--- config.mk ---
export PLATFORM = sky130hd
export DESIGN_NAME = pc_fetch_ctrl_flat
export DESIGN_NICKNAME = d
export VERILOG_FILES = /design/src/rtl/pc_fetch_ctrl_if.sv /design/src/rtl/pc_fetch_ctrl.sv /design/src/flat_wrapper.sv
export SDC_FILE = /design/constraint.sdc
export NUM_CORES = 1
export LEC_CHECK = 0
export CAP_MARGIN = 20
export CORE_ASPECT_RATIO = 1.2
export CORE_MARGIN = 1
export CORE_UTILIZATION = 45
export DETAILED_ROUTE_END_ITERATION = 12
export GPL_TIMING_DRIVEN = 0
export PLACE_DENSITY = 0.95
export SYNTH_ARGS = -nofsm -noshare
export SYNTH_HDL_FRONTEND = slang
export SYNTH_SLANG_ARGS = --single-unit
--- constraint.sdc ---
create_clock -name clk -period 4 [get_ports clk]
set_input_delay 0.8 -clock clk [delete_from_list [all_inputs] [get_ports clk]]
set_output_delay 0.8 -clock clk [all_outputs]
set_load 0.03 [all_outputs]
--- src/rtl/pc_fetch_ctrl_if.sv ---
// Bundles the PC register, instruction memory, decode and redirect signals
// of the fetch sequencer. master = sequencer side, slave = surrounding pipeline.
interface pc_fetch_ctrl_if;
    logic [31:0] pc_cur;
    logic        pc_ena;
    logic [31:0] pc_next;
    logic        imem_req;
    logic [31:0] imem_addr;
    logic        imem_ack;
    logic [31:0] imem_rdata;
    logic [31:0] instr;
    logic        instr_valid;
    logic        instr_ready;
    logic        branch_taken;
    logic [31:0] branch_target;
    logic        fault;

    modport master (
        input  pc_cur, imem_ack, imem_rdata, instr_ready, branch_taken, branch_target,
        output pc_ena, pc_next, imem_req, imem_addr, instr, instr_valid, fault
    );

    modport slave (
        output pc_cur, imem_ack, imem_rdata, instr_ready, branch_taken, branch_target,
        input  pc_ena, pc_next, imem_req, imem_addr, instr, instr_valid, fault
    );
endinterface

--- src/rtl/pc_fetch_ctrl.sv ---
// Next-PC and fetch sequencer: req/ack fetch from imem, holds the word for decode,
// and steers the PC register to pc+4 or to the most recent branch redirect.
module pc_fetch_ctrl #(
    parameter int unsigned TIMEOUT = 15
) (
    input  logic            clk,
    input  logic            rst,
    pc_fetch_ctrl_if.master bus
);
    typedef enum logic [1:0] {IDLE, FETCH, VALID, FAULT} state_t;

    localparam logic [7:0] WAIT_LAST = 8'(TIMEOUT - 1);

    state_t      state, state_nxt;
    logic [7:0]  wait_cnt;
    logic        redir_pend;
    logic [31:0] redir_tgt;
    logic [31:0] instr_q;
    logic        instr_valid_q;
    logic        fault_q;
    logic        req_c;
    logic        ena_c;
    logic [31:0] next_c;

    always_ff @(posedge clk or posedge rst) begin
        if (rst) state <= IDLE;
        else     state <= state_nxt;
    end

    always_comb begin
        state_nxt = state;
        req_c     = 1'b0;
        ena_c     = 1'b0;
        case (state)
            IDLE:  state_nxt = FETCH;
            FETCH: begin
                req_c = 1'b1;
                // an ack arriving on the last allowed cycle still wins
                if (bus.imem_ack)               state_nxt = VALID;
                else if (wait_cnt == WAIT_LAST) state_nxt = FAULT;
            end
            VALID: begin
                if (bus.instr_ready) begin
                    ena_c     = 1'b1;
                    state_nxt = FETCH;
                end
            end
            FAULT:   state_nxt = FAULT;
            default: state_nxt = IDLE;
        endcase
    end

    always_ff @(posedge clk or posedge rst) begin
        if (rst) begin
            wait_cnt      <= 8'd0;
            redir_pend    <= 1'b0;
            redir_tgt     <= 32'd0;
            instr_q       <= 32'd0;
            instr_valid_q <= 1'b0;
            fault_q       <= 1'b0;
        end else begin
            if (state == FETCH) begin
                if (bus.imem_ack) begin
                    instr_q       <= bus.imem_rdata;
                    instr_valid_q <= 1'b1;
                    wait_cnt      <= 8'd0;
                end else if (wait_cnt == WAIT_LAST) begin
                    fault_q <= 1'b1;
                end else begin
                    wait_cnt <= wait_cnt + 8'd1;
                end
            end
            if (ena_c) instr_valid_q <= 1'b0;
            // a branch in the retiring cycle is consumed directly via pc_next
            if (bus.branch_taken && !ena_c) begin
                redir_pend <= 1'b1;
                redir_tgt  <= bus.branch_target;
            end else if (ena_c) begin
                redir_pend <= 1'b0;
            end
        end
    end

    always_comb begin
        if (bus.branch_taken) next_c = bus.branch_target & 32'hFFFF_FFFC;
        else if (redir_pend)  next_c = redir_tgt & 32'hFFFF_FFFC;
        else                  next_c = bus.pc_cur + 32'd4;
    end

    assign bus.imem_req    = req_c;
    assign bus.imem_addr   = bus.pc_cur;
    assign bus.pc_ena      = ena_c;
    assign bus.pc_next     = next_c;
    assign bus.instr       = instr_q;
    assign bus.instr_valid = instr_valid_q;
    assign bus.fault       = fault_q;
endmodule

--- src/flat_wrapper.sv ---
// flat-port wrapper written by rule: the top's interface ports become plain ports
module pc_fetch_ctrl_flat 
#(
    parameter int unsigned TIMEOUT = 15
)
  (clk, rst, bus_pc_cur, bus_imem_ack, bus_imem_rdata, bus_instr_ready, bus_branch_taken, bus_branch_target, bus_pc_ena, bus_pc_next, bus_imem_req, bus_imem_addr, bus_instr, bus_instr_valid, bus_fault);
  pc_fetch_ctrl_if bus_i ();
  input  logic clk;
  input  logic rst;
  input wire logic [$bits(bus_i.pc_cur)-1:0] bus_pc_cur;
  input wire logic [$bits(bus_i.imem_ack)-1:0] bus_imem_ack;
  input wire logic [$bits(bus_i.imem_rdata)-1:0] bus_imem_rdata;
  input wire logic [$bits(bus_i.instr_ready)-1:0] bus_instr_ready;
  input wire logic [$bits(bus_i.branch_taken)-1:0] bus_branch_taken;
  input wire logic [$bits(bus_i.branch_target)-1:0] bus_branch_target;
  output wire logic [$bits(bus_i.pc_ena)-1:0] bus_pc_ena;
  output wire logic [$bits(bus_i.pc_next)-1:0] bus_pc_next;
  output wire logic [$bits(bus_i.imem_req)-1:0] bus_imem_req;
  output wire logic [$bits(bus_i.imem_addr)-1:0] bus_imem_addr;
  output wire logic [$bits(bus_i.instr)-1:0] bus_instr;
  output wire logic [$bits(bus_i.instr_valid)-1:0] bus_instr_valid;
  output wire logic [$bits(bus_i.fault)-1:0] bus_fault;
  assign bus_i.pc_cur = bus_pc_cur;
  assign bus_i.imem_ack = bus_imem_ack;
  assign bus_i.imem_rdata = bus_imem_rdata;
  assign bus_i.instr_ready = bus_instr_ready;
  assign bus_i.branch_taken = bus_branch_taken;
  assign bus_i.branch_target = bus_branch_target;
  assign bus_pc_ena = bus_i.pc_ena;
  assign bus_pc_next = bus_i.pc_next;
  assign bus_imem_req = bus_i.imem_req;
  assign bus_imem_addr = bus_i.imem_addr;
  assign bus_instr = bus_i.instr;
  assign bus_instr_valid = bus_i.instr_valid;
  assign bus_fault = bus_i.fault;
  pc_fetch_ctrl #(.TIMEOUT(TIMEOUT)) u_core (.clk(clk), .rst(rst), .bus(bus_i));
endmodule
==> qor.yml, run 1 <==
synthArstFlopShare_pct: 100
ys_warn_count: 0
rows: 39
synth-adder-area-share_pct: 0.846
die_x_um: 92.7
cts_sinks: 75
slowest_stage: "clkdlybuf4s50_1"
critical-path-max-stage-delay_ns: 0.58
mostFrequentLayoutCells: "clkdlybuf4s50_1 (166), dfrtp_1 (75), mux2_2 (61)"
cp_top_family: "simple AND/OR/NAND/NOR gates"
clock_skew_ns: 0.00497
dr_total_vias: 4209
r2r_slack_ns: 1.86
grt_use_total_pct: 26.3
p_per_area_mw_per_mm2: 558
portBuffers: 197
synth_compound_area_share_pct: 9.16
required_ns: 3.20
path_depth: 7
fmax_mhz: 254
nets: 755
dieArea_sq_mm: 0.0103
first_iter_violations: 175
grt_pass1_wl_mm: 21.2
synth-simple-area-share_pct: 16.5
cp_cell_sequence: "clkdlybuf4s50_1, inv_1, or4_4, nand2b_4, or4b_1, a31oi_1, clkbuf_2"
outcome: "completed"
dr.pass1.iters: 5
overflow: 0
r2r_end: "u_core.wait_cnt[2]$_DFFE_PP0P_"
post-route-min-period_ns: 3.94
endpoint_kind: "primary output"
syn_inst: 442
synth_cell_types: 49
min_path_type: "reg -> reg"
tightest_slew_ns: 0.732
layout-drive-gt1-share_pct: 22.7
syn-num-nets: 546
hpwlAfterDp_mm: 10.2
crit_type: "in -> out"
viasPerCell: 5.40
leakagePower_nw: 2.96
layout_commonest_cell: "clkdlybuf4s50_1"
wl_per_cell_um: 17.2
slew_headroom_pct: 51.2
grt_pass1_vias: 4492
route.detailed.drc: 0
cp_num_buf_inv: 3
internal-power_mw: 2.38
synth_enable_flop_cells: 0
power.clock.fraction_pct: 22.6
synth_top_family_by_area: "multiplexers"
p_comb_share_pct: 47.4
htree_num_levels: 3
coreArea_sq_mm: 0.00956
hold_viol: 0
ctsLongestPathBuffers: 2
switching_share_pct: 38.1
ir_drop_mv: 0.497
grt_max_degree: 52
hold_buffers: 0
ys_ff_latch: 75
seqPwrFrac_pct: 29.9
finalSetupViolations: 0
final_cells: 779
worstPathMaxFanout: 5
antenna_left: 0
start_kind: "primary input"
period_share_pct: 98.4
cts_buffers: 9
slew_viol_final: 0
cts_tree: "yes"
synth_ff_type: "dfrtp_1"
ff2ff_path_depth: 8
crit_arrival_ns: 3.14
dp_cells: 763
nFillCells: 691
synth_xor_area_share_pct: 5.13
clkLatencyLatePin_ns: 0.33
start_util_pct: 46.4
synthMuxAreaShare_pct: 17.3
die_h_um: 111
final_util_pct: 72.1
crit_start: "bus_pc_cur[15]"
antenna_found_initial: 1
timing.max_cap.violations: 0
power.switching_mw: 1.47
path_clk_slew_ns: 0.06
num_io_pins: 201
area_growth_pct: 55.4
globalplace.congestion: 0.864
syn_avg_cell_area_sq_um: 10.0
wl_mm: 13.4
rr_startpoint: "u_core.wait_cnt[0]$_DFFE_PP0P_"
endpoint: "bus_pc_next[31]"
syn_area_sq_mm: 0.00444
cts_root_buf: "clkbuf_16"
rsz0062_at_grt: "true"
ys_seq_area_share_pct: 42.3
-- metal layers --
metal	global-route usage [%]	part of all wire, %
met4	11.4	2.9
met5	0	0
met3	7.00	7.2
met1	27.2	36
met2	48.9	54
-- cells in the mapped netlist, types with 5 or more instances --
cell type  count  area (sq um)
xor2_1         9          78.8
nor4_1         7          43.8
nor3_1         7          35.0
nand2b_1       5          31.3
buf_1          8          30.0
nand3_1        8          40.0
o21ai_0       28           140
dfrtp_1       75          1880
clkbuf_1      11          41.3
nand2_1       60           225
buf_4         32           240
xnor2_1       17           149
nor2_1        16          60.1
mux2_2        61           687
inv_1         16          60.1
mux2i_1        8          80.1
nand4_1        5          31.3
a21oi_1        9          45.0
o221ai_1      11          96.3
-- final cells by class --
class | instances | area (sq um) | share of cell area, %
Antenna cell | 1 | 2.50 | 0.0363
Buffer | 53 | 328 | 4.75
Clock buffer | 10 | 239 | 3.47
Clock inverter | 5 | 77.6 | 1.12
Inverter | 16 | 62.6 | 0.907
Multi-Input combinational cell | 298 | 2210 | 32.1
Sequential cell | 75 | 1880 | 27.2
Tap cell | 123 | 154 | 2.23
Timing Repair Buffer | 198 | 1940 | 28.2
-- logic make-up (layout without fill, tap and decap cells) --
group,Yosys count,count (layout)
mux,69,69
fa+ha+maj,3,3
buf+inv,69,282
simple gates,136,136
other cells,0,1
flops,75,75
xor+xnor,26,26
compound gates,64,64
-- power by group through the flow --
stage                     Combinational (mW)  Sequential (mW)  Clock [mW]
after floorplan                        0.733             1.48           0
after global placement                  1.81             1.14           0
after detailed placement                1.86             1.16           0
after CTS                               1.84             1.15       0.880
after global routing                    1.92             1.18       0.908
final                                   1.82             1.15       0.871
-- how the worst min path moves through the flow --
stage          depth (start not counted)                              from  slack, ns                               end
3_3_place_gp                           1      u_core.bus.fault$_DFFE_PP0P_       0.45      u_core.bus.fault$_DFFE_PP0P_
3_5_place_dp                           1      u_core.bus.fault$_DFFE_PP0P_       0.45      u_core.bus.fault$_DFFE_PP0P_
5_1_grt                                1   u_core.bus.instr[5]$_DFFE_PP0P_       0.51   u_core.bus.instr[5]$_DFFE_PP0P_
6_report                               1      u_core.bus.fault$_DFFE_PP0P_       0.47      u_core.bus.fault$_DFFE_PP0P_
4_1_cts                                1      u_core.bus.fault$_DFFE_PP0P_       0.47      u_core.bus.fault$_DFFE_PP0P_
2_1_floorplan                          2  u_core.redir_tgt[10]$_DFFE_PP0P_       0.45  u_core.redir_tgt[10]$_DFFE_PP0P_
-- through the flow --
stage                     setup TNS (ns)  hold slack (ns)  cell area, sq um  power [mW]  setup slack [ns]
after CTS                         -0.147            0.471              6910        3.88            -0.147
after global routing             -0.0299            0.514              6890        4.01           -0.0180
final                                  0            0.474              6900        3.85            0.0624
after floorplan                        0            0.451              4440        2.21             0.551
after detailed placement           -6.00            0.445              6590        3.03            -0.491
after global placement             -5.74            0.447              6560        2.94            -0.470
-- sequential cells by signal (all words and copies together), names as in the netlist --
register and flops:
u_core.bus.instr 32, u_core.redir_tgt 30, u_core.wait_cnt 8, u_core.state 2, u_core.bus.fault 1, u_core.bus.instr_valid 1
u_core.redir_pend 1
-- what timing repair did --
action	4_1_cts	5_1_grt
setup buffers	0	0
endpoints found under the setup margin	22	16
gates resized for setup	65	30
pin swaps	0	0
(Power assumes the default switching activity.)
==> run 2: changes to the inputs <==
--- a/config.mk
+++ b/config.mk
@@ -10,8 +10,9 @@
 export CORE_MARGIN = 1
 export CORE_UTILIZATION = 45
 export DETAILED_ROUTE_END_ITERATION = 12
+export DONT_BUFFER_PORTS = 1
 export GPL_TIMING_DRIVEN = 0
-export PLACE_DENSITY = 0.95
+export PLACE_DENSITY = 0.71
 export SYNTH_ARGS = -nofsm -noshare
 export SYNTH_HDL_FRONTEND = slang
 export SYNTH_SLANG_ARGS = --single-unit
==> constraint.sdc (replaced) <==
create_clock -name clk -period 4.7 [get_ports clk]
set_input_delay 0.94 -clock clk [delete_from_list [all_inputs] [get_ports clk]]
set_output_delay 0.94 -clock clk [all_outputs]
set_load 0.03 [all_outputs]
==> qor.yml, run 2 (synthesized netlist as in run 1, its figures left out) <==
outcome: "completed"
ir_drop_mv: 0.354
dr_total_vias: 3388
antenna_found_initial: 0
start_kind: "primary input"
fmax_mhz: 249
globalplace.congestion: 0.840
cts_root_buf: "clkbuf_16"
grt_pass1_wl_mm: 17.3
post-route-min-period_ns: 4.02
tns_ns: 0
required_ns: 3.76
clock_skew_ns: 0.00788
highest_layer: "met4"
rr_startpoint: "u_core.state[1]$_DFFE_PP0P_"
dr_wl_met3_um: 942
p_comb_share_pct: 26.3
finalSetupViolations: 0
rsz0062_at_grt: "false"
hpwlAfterDp_mm: 8.35
power.switching_mw: 1.14
slew_viol_final: 0
leakagePower_nw: 2.12
cts_resized: 0
timing.max_cap.violations: 0
ff2ff_path_depth: 4
hold_viol: 0
ctsLongestPathBuffers: 2
critical-path-max-stage-delay_ns: 0.88
slowest_stage: "o21ai_0"
wl_mm: 11.0
p_per_area_mw_per_mm2: 560
r2r_slack_ns: 2.50
fin_ws_ns: 0.681
pre_cts_ws_ns: 0.721
post-cts-setup-buffer-count: 0
grt_max_degree: 49
cts_buffers: 9
layout-drive-gt1-share_pct: 28.0
antenna_left: 0
regArea_sq_mm: 0.00188
internal-power_mw: 1.63
cp_top_family: "compound AO/OA/AOI/OAI gates"
rows: 39
diodes: 0
overflow: 0
switching_share_pct: 41.1
grt_use_total_pct: 21.7
wl_per_cell_um: 18.9
cp_num_buf_inv: 1
cts_tree: "yes"
cts_sinks: 75
mostFrequentLayoutCells: "dfrtp_1 (75), mux2_2 (61), nand2_1 (60)"
largest_register_ffs: 32
clkLatencyLatePin_ns: 0.33
min_path_type: "in -> async"
coreArea_sq_mm: 0.00956
cp_cell_sequence: "ha_1, nand2_1, or2_2, buf_2, nor4_1, o31ai_1, o21ai_0"
die_h_um: 111
area_growth_pct: 11.7
slew_headroom_pct: 25.9
start_util_pct: 46.4
nets: 559
grt_pass1_vias: 3506
seqPwrFrac_pct: 46.7
power.clock.fraction_pct: 27.0
multi_input_area_sq_mm: 0.00217
endpoint_kind: "primary output"
dieArea_sq_mm: 0.0103
hold_buffers: 0
layout_commonest_cell: "dfrtp_1"
power.total_mw: 2.78
dr.pass1.iters: 5
wl_met1_mm: 4.12
period_share_pct: 85.5
viasPerCell: 5.81
nFillCells: 885
worstPathMaxFanout: 10
path_clk_slew_ns: 0.06
die_x_um: 92.7
r2r_end: "u_core.bus.instr[4]$_DFFE_PP0P_"
htree_num_levels: 3
route.detailed.drc: 0
num_io_pins: 201
first_iter_violations: 147
portBuffers: 0
crit_type: "in -> out"
tightest_slew_ns: 1.10
wl_met2_mm: 5.70
crit_arrival_ns: 3.08
-- run 2: routing by layer --
metal,track usage (%),vias to the layer above
met3,5.83,21
met4,8.41,0
met5,0,-
li1,-,1549
met1,24.1,1649
met2,38.9,169
-- run 2: worst max-delay path by stage --
stage,start,endpoint,depth (start not counted)
global route,bus_pc_cur[2],bus_pc_next[16],7
finish,bus_pc_cur[2],bus_pc_next[16],7
global placement,bus_pc_cur[2],bus_pc_next[16],7
floorplan,bus_pc_cur[11],bus_pc_next[31],5
CTS,bus_pc_cur[2],bus_pc_next[16],7
detailed placement,bus_pc_cur[2],bus_pc_next[16],7
-- run 2: through the flow --
stage	util, %	hold WS (ns)	instances	instance area (sq um)
6_report	51.8	0.468	583	4960
5_1_grt	51.8	0.481	583	4960
4_1_cts	51.8	0.472	582	4950
3_5_place_dp	48.3	0.489	566	4620
3_3_place_gp	48.0	0.466	565	4590
2_1_floorplan	-	0.451	442	4440
-- run 2: power by group through the flow --
stage | Clock [mW] | Sequential (mW) | Combinational (mW)
final | 0.750 | 1.30 | 0.729
after global routing | 0.805 | 1.32 | 0.789
after CTS | 0.766 | 1.30 | 0.733
after detailed placement | 0 | 1.30 | 0.734
after global placement | 0 | 1.29 | 0.705
after floorplan | 0 | 1.26 | 0.624
-- run 2: layout make-up --
class                      instances  share of cell area (%)
multi-input combinational        298                    43.8
sequential                        75                    37.9
buffer                            53                    6.61
clock buffer                      10                    4.82
tap                              123                    3.10
clock inverter                     6                    1.79
inverter                          16                    1.26
timing repair buffer               2                   0.707
-- run 2: worst register-to-register path, stage by stage, from the launching register on --
cell     delay (ns)
dfrtp_1        0.41
nor2b_1        0.62
nand2_1        0.34
buf_1          0.34
mux2_2         0.36
